## src/rtl/plot_scheduler.sv

```systemverilog
// plot_scheduler
//
// Shares one VGA adapter write port between three region plotters (top,
// middle, bottom blitters). Redraw requests are latched into a pending set
// and served one plotter at a time in round-robin order. The granted
// plotter's writeEn is held high until it pulses done_plotting. A short
// idle gap then lets its ROM pipeline drain before the next grant.
//
// Ports
//   clk          system clock
//   resetn       asynchronous active-low reset
//   req[2:0]     one-cycle redraw request, bit i = plotter i
//   done_in[2:0] done_plotting pulses from the plotters
//   x_inN/y_inN  plotter N pixel coordinates (9 bits)
//   colour_inN   plotter N registered ROM output (6 bits)
//   en_out[2:0]  writeEn to each plotter, one-hot or zero
//   vga_x/vga_y  pixel coordinates to the VGA adapter (y truncated to 8 bits)
//   vga_colour   pixel colour to the VGA adapter
//   vga_plot     pixel write strobe
//   busy         scheduler is not idle
//   active_id    index of the current or most recently granted plotter
//   all_done     one-cycle pulse when the pending set empties after a plot

module plot_scheduler #(
  parameter int NREQ       = 3,
  parameter int GAP_CYCLES = 2
) (
  input  logic       clk,
  input  logic       resetn,
  input  logic [2:0] req,
  input  logic [2:0] done_in,
  input  logic [8:0] x_in0,
  input  logic [8:0] x_in1,
  input  logic [8:0] x_in2,
  input  logic [8:0] y_in0,
  input  logic [8:0] y_in1,
  input  logic [8:0] y_in2,
  input  logic [5:0] colour_in0,
  input  logic [5:0] colour_in1,
  input  logic [5:0] colour_in2,
  output logic [2:0] en_out,
  output logic [8:0] vga_x,
  output logic [7:0] vga_y,
  output logic [5:0] vga_colour,
  output logic       vga_plot,
  output logic       busy,
  output logic [1:0] active_id,
  output logic       all_done
);

  typedef enum logic [1:0] {
    IDLE = 2'd0,
    RUN  = 2'd1,
    GAP  = 2'd2
  } state_t;

  localparam logic [2:0] GAP_LAST = 3'(GAP_CYCLES - 1);

  state_t            state, state_nxt;
  logic [NREQ-1:0]   pending, pending_nxt;
  logic [1:0]        rr_ptr, rr_ptr_nxt;
  logic [1:0]        active_id_nxt;
  logic [2:0]        gap_cnt, gap_cnt_nxt;
  logic              all_done_nxt;

  logic              sel_vld;
  logic [1:0]        sel;
  logic              done_act;

  logic [8:0]        x_mux;
  logic [7:0]        y_mux;
  logic [5:0]        colour_mux;

  logic [8:0]        x_p1;
  logic [7:0]        y_p1;
  logic              vld_p1;

  // Only the low 8 bits of y reach the adapter; the MSBs are deliberately
  // dropped.
  logic              unused_y_msb;
  assign unused_y_msb = y_in0[8] ^ y_in1[8] ^ y_in2[8];

  // Modulo-3 increment of a plotter index.
  function automatic logic [1:0] wrap_inc(input logic [1:0] p);
    return (p == 2'd2) ? 2'd0 : p + 2'd1;
  endfunction

  function automatic logic [2:0] onehot(input logic [1:0] id);
    logic [2:0] oh;
    oh = 3'b000;
    case (id)
      2'd0:    oh = 3'b001;
      2'd1:    oh = 3'b010;
      2'd2:    oh = 3'b100;
      default: oh = 3'b000;
    endcase
    return oh;
  endfunction

  // First set bit of pend, searching ptr, ptr+1, ptr+2 (mod 3).
  // Result is {found, index}.
  function automatic logic [2:0] rr_pick(input logic [2:0] pend,
                                         input logic [1:0] ptr);
    logic [1:0] i0, i1, i2;
    logic [2:0] r;
    i0 = ptr;
    i1 = wrap_inc(i0);
    i2 = wrap_inc(i1);
    r  = 3'b000;
    if ((pend & onehot(i0)) != 3'b000)      r = {1'b1, i0};
    else if ((pend & onehot(i1)) != 3'b000) r = {1'b1, i1};
    else if ((pend & onehot(i2)) != 3'b000) r = {1'b1, i2};
    return r;
  endfunction

  assign {sel_vld, sel} = rr_pick(pending, rr_ptr);

  // Only the granted plotter's done counts; the others are ignored.
  assign done_act = (done_in & onehot(active_id)) != 3'b000;

  always_comb begin
    x_mux      = x_in0;
    y_mux      = y_in0[7:0];
    colour_mux = colour_in0;
    case (active_id)
      2'd1: begin
        x_mux      = x_in1;
        y_mux      = y_in1[7:0];
        colour_mux = colour_in1;
      end
      2'd2: begin
        x_mux      = x_in2;
        y_mux      = y_in2[7:0];
        colour_mux = colour_in2;
      end
      default: begin
        x_mux      = x_in0;
        y_mux      = y_in0[7:0];
        colour_mux = colour_in0;
      end
    endcase
  end

  // Next-state logic. A request arriving on any cycle ORs into pending after
  // the grant clear, so a re-request during a plotter's own grant, run or
  // gap is kept and served on its next round-robin turn.
  always_comb begin
    state_nxt     = state;
    pending_nxt   = pending | req;
    rr_ptr_nxt    = rr_ptr;
    active_id_nxt = active_id;
    gap_cnt_nxt   = gap_cnt;
    all_done_nxt  = 1'b0;
    case (state)
      IDLE: begin
        if (sel_vld) begin
          state_nxt     = RUN;
          active_id_nxt = sel;
          rr_ptr_nxt    = wrap_inc(sel);
          pending_nxt   = (pending & ~onehot(sel)) | req;
        end
      end
      RUN: begin
        if (done_act) begin
          state_nxt   = GAP;
          gap_cnt_nxt = 3'd0;
        end
      end
      GAP: begin
        if (gap_cnt == GAP_LAST) begin
          state_nxt    = IDLE;
          gap_cnt_nxt  = 3'd0;
          all_done_nxt = (pending_nxt == 3'b000);
        end else begin
          gap_cnt_nxt = gap_cnt + 3'd1;
        end
      end
      default: begin
        state_nxt = IDLE;
      end
    endcase
  end

  always_ff @(posedge clk or negedge resetn) begin
    if (!resetn) begin
      state     <= IDLE;
      pending   <= '0;
      rr_ptr    <= 2'd0;
      active_id <= 2'd0;
      gap_cnt   <= 3'd0;
      all_done  <= 1'b0;
    end else begin
      state     <= state_nxt;
      pending   <= pending_nxt;
      rr_ptr    <= rr_ptr_nxt;
      active_id <= active_id_nxt;
      gap_cnt   <= gap_cnt_nxt;
      all_done  <= all_done_nxt;
    end
  end

  // ---- stage p0 -> p1: register the granted plotter's coordinates ----
  // The plotter's ROM colour lags its x/y by one cycle, so delaying x/y here
  // lines them up with the colour that arrives combinationally next cycle.
  // The cycle on which done is seen writes no pixel.
  always_ff @(posedge clk or negedge resetn) begin
    if (!resetn) begin
      x_p1   <= 9'd0;
      y_p1   <= 8'd0;
      vld_p1 <= 1'b0;
    end else begin
      x_p1   <= x_mux;
      y_p1   <= y_mux;
      vld_p1 <= (state == RUN) && !done_act;
    end
  end

  assign vga_x      = x_p1;
  assign vga_y      = y_p1;
  assign vga_plot   = vld_p1;
  // Colour is only driven while a pixel is being written so the port reads
  // zero out of reset and between plots.
  assign vga_colour = vld_p1 ? colour_mux : 6'd0;

  assign en_out = (state == RUN) ? onehot(active_id) : 3'b000;
  assign busy   = (state != IDLE);

endmodule

```

## config.mk

```make
export PLATFORM = sky130hd
export DESIGN_NAME = plot_scheduler
export DESIGN_NICKNAME = d
export VERILOG_FILES = /design/src/rtl/plot_scheduler.sv
export SDC_FILE = /design/constraint.sdc
export NUM_CORES = 1
export LEC_CHECK = 0
export ABC_AREA = 1
export CORE_ASPECT_RATIO = 1.75
export CORE_MARGIN = 8
export CORE_UTILIZATION = 37
export DETAILED_ROUTE_END_ITERATION = 16
export PLACE_DENSITY = 0.81
export SLEW_MARGIN = 25
export SYNTH_ARGS = -nofsm -noshare
export SYNTH_HDL_FRONTEND = slang
export SYNTH_SLANG_ARGS = --single-unit
```

## constraint.sdc

```tcl
create_clock -name clk -period 2.3 [get_ports clk]
set_clock_uncertainty 0.05 [all_clocks]
set_input_delay 0.46 -clock clk [delete_from_list [all_inputs] [get_ports clk]]
set_output_delay 0.46 -clock clk [all_outputs]
set_load 0.01 [all_outputs]
```

==> flow_summary_export.csv <==
group,metric,value,unit
outcome,status,"finished, final reports clean",
die,die_h,107.2,um
clock_network,htreeDepth,2,
power,leakagePower,1.399,nW
layout,drive_above_1_share,13.60,%
timing,worst_pin_slew,0.4012,ns
power,power.density,1345,mW/mm2
timing,setup_viol_count_final,0,
power,pwr-share-seq,23.1,%
clock_network,cts_made_buffers,5,
run,max_cap_violations,0,
global_route,grtUsageMet3,7.307,%
global_route,grt_pass1_wl,9770,um
die,core,0.004624,mm2
global_route,grt_antenna_before_repair,0,
worst_setup_path,crit_buf_inv,4,
global_route,grt_util_met2,31.02,%
clock_network,clk_path_buf_depth,2,
worst_setup_path,rrSetupSlack,0.31,ns
worst_setup_path,r2r-end,"vga_y[1]",
placed_design,io_buffers,107,
power,p_switching,1.793,mW
worst_setup_path,cp.arrival,1.70,ns
layout,insertedDiodeCount,0,
clock_network,clk_pin_slew,0.07,ns
logic_synthesis,synth_top_area_share,44.13,%
logic_synthesis,syn_area,0.001758,mm2
worst_setup_path,cp_data_required_time,1.79,ns
power,internal_power,2.382,mW
placed_design,place.gp.congestion,0.8201,
worst_setup_path,r2r_cells,7,
global_route,grt_pass1_vias,2116,
worst_setup_path,path_max_fanout,10,
worst_setup_path,end_kind,"primary output",
die,boundaryPins,111,
timing,drv_slew,0,
drt,vias,2012,
worst_setup_path,r2r-start,"active_id[0]",
clock_network,insertion_delay,0.28,ns
clock_network,cts.sinks,31,
global_route,grt_use_met1,15.80,%
worst_setup_path,start_kind,"register",
power,switching_share,42.96,%
drt,firstDrtPassIters,4,
layout,layoutNonFillerInstCount,405,
layout,fin_nets,436,
global_route,track_usage,17.68,%
clock_network,clk_root_buffer_cell,"clkbuf_8",
timing,hold_viol_final,0,
timing,period_share,95.92,%
placed_design,detailedPlace.worstSlack,-0.04813,ns
placed_design,dp_hpwl,4787,um
worst_setup_path,critical-path-slowest-cell,"dfrtp_1",
min_path,hold_path.class,"in2async",
logic_synthesis,ys_ff_latch,31,
logic_synthesis,synth_area_leader_cell,"dfrtp_1",
die,die_w,68.11,um
worst_setup_path,path_delay_family,"buffers and inverters",
drt,drc,0,
worst_setup_path,crit_type,"reg2out",
drt,avgViaCountPerCell,4.968,
logic_synthesis,async_flop_share,100.0,%
die,initial_core_util,38.01,%
placed_design,dp_cells,396,
logic_synthesis,synth.distinct_cells,20,
drt,drt-initial-drc-count,51,
power,power_frac_comb,66.4,%
logic_synthesis,ys.flop_type,"dfrtp_1",
logic_synthesis,syn-instance-count,239,
global_route,grt_overflow,0,
timing,fmax,0.4533,GHz
drt,wirelength,6388,um
power,clkPwrFrac,10.5,%
die,die-area,0.007300,mm2
worst_setup_path,crit_chain,"inv_2 > ha_4 > buf_12 > o21ai_0 > a31o_2 > inv_1 > clkdlybuf4s15_1",
layout,syn_to_final_growth,76.58,%
logic_synthesis,synth_nets,322,
logic_synthesis,yosys_warnings,0,
global_route,grt_max_degree,32,
power,total_power,4.175,mW
drt,wire_per_inst,15.77,um
drt,ant_nets,0,
power,irDropWorstVdd,0.001032,V
layout,utilization,67.13,%
timing,finalCriticalPeriod,2.206,ns
clock_network,cts_tree,"yes",
logic_synthesis,synth_edf_count,0,
logic_synthesis,yosysSeqAreaShare,44.13,%
timing,setup_ws,0.09381,ns
timing,relSlewSlack,73.25,%
worst_setup_path,slowest_delay,0.36,ns
die,rows,33,
logic_synthesis,postSynthAreaPerCell,7.355,um2
logic_synthesis,yosysMostFrequentCell,"nand2_1",
global_route,top_usage_layer,"met2",
logic_synthesis,post_synth_main_area_contributors,"dfrtp_1 44%, nand2_1 12%, a21oi_1 11%, nor2_1 5.8%, inv_1 5.3%",
logic_synthesis,synth.top_cells.by_count,"57 x nand2_1, 39 x a21oi_1, 31 x dfrtp_1",
==> layer usage <==
layer,wire (um),vias to the layer above
met5,0,-
met4,251,0
met3,501,15
met2,3616,72
met1,2018,931
li1,-,994
==> sequential cells by signal, summed over array words and instances, names as in the netlist <==
| name | count |
|---|---|
| vga_plot | 1 |
| state | 2 |
| rr_ptr | 2 |
| gap_cnt | 3 |
| vga_x | 9 |
| all_done | 1 |
| vga_y | 8 |
| pending | 3 |
| active_id | 2 |
==> stage by stage <==
stage,instance area (um2),hold WS [ns],setup TNS (ns)
floorplan,1758,0.1144,0
detailed placement,2950,0.5054,-0.06456
global placement,2950,0.4877,-0.01383
CTS,3080,0.5146,0
global route,3104,0.5394,-0.001514
finish,3104,0.5106,0
==> layout by cell type (no fill, tap or decap) <==
| master | count |
|---|---|
| a31o_2 | 6 |
| nor2_2 | 4 |
| buf_2 | 1 |
| nand3_2 | 3 |
| nand2_2 | 5 |
| clkbuf_8 | 6 |
| clkinv_2 | 1 |
| buf_12 | 3 |
| nor2_1 | 27 |
| clkbuf_2 | 3 |
| clkinvlp_4 | 1 |
| nand3_1 | 10 |
| clkdlybuf4s15_1 | 2 |
| clkbuf_16 | 1 |
| nor3_1 | 1 |
| nand2_1 | 57 |
| ha_4 | 2 |
| a21oi_1 | 39 |
| ha_2 | 1 |
| o21ai_0 | 12 |
| clkdlybuf4s50_1 | 99 |
| bufbuf_16 | 1 |
| inv_2 | 3 |
| inv_1 | 24 |
| dfrtp_1 | 31 |
| dlygate4sd2_1 | 2 |
| o21ai_2 | 1 |
| a21oi_4 | 1 |
| buf_4 | 5 |
| o32ai_1 | 1 |
==> how the worst max path moves through the flow <==
stage                  start             to  slack [ns]  cells after the start
2_1_floorplan   active_id[0]  vga_colour[3]        0.35                      7
3_3_place_gp   colour_in0[3]  vga_colour[3]       -0.01                      5
3_5_place_dp   colour_in0[3]  vga_colour[3]       -0.05                      5
4_1_cts         active_id[0]  vga_colour[5]        0.01                      7
5_1_grt         active_id[1]  vga_colour[4]      -0.002                      7
6_report        active_id[0]  vga_colour[2]        0.09                      7
==> power groups by stage <==
stage / clock network, mW / registers, mW / logic, mW
6_report: 0.438 / 0.965 / 2.77
3_5_place_dp: 0 / 0.974 / 2.57
2_1_floorplan: 0 / 1.05 / 1.34
4_1_cts: 0.447 / 0.964 / 2.72
3_3_place_gp: 0 / 0.961 / 2.52
5_1_grt: 0.474 / 0.997 / 3.05
==> timing repair <==
action,4_1_cts,5_1_grt
setup endpoints to repair,8,20
gates cloned,1,1
buffers inserted,0,0
hold buffers,0,0
gates resized for setup,15,10
==> layout make-up <==
class / instances / area [um2]
clock inverters: 1 / 5.005
fillers: 385 / 1520
clock buffers: 6 / 82.58
multi-input cells: 170 / 863.3
flip-flops and latches: 31 / 775.7
repair buffers: 117 / 1204
inverters: 28 / 108.9
well taps: 52 / 65.06
==> cells by family after synthesis <==
| group | share of synthesized area, % |
|---|---|
| flip-flops | 44.13 |
| adder cells (fa/ha/maj) | 2.135 |
| buffers and inverters | 8.327 |
| AND/OR/NAND/NOR | 25.98 |
| AO/OA/AOI/OAI | 19.43 |
(Power assumes the default switching activity.)
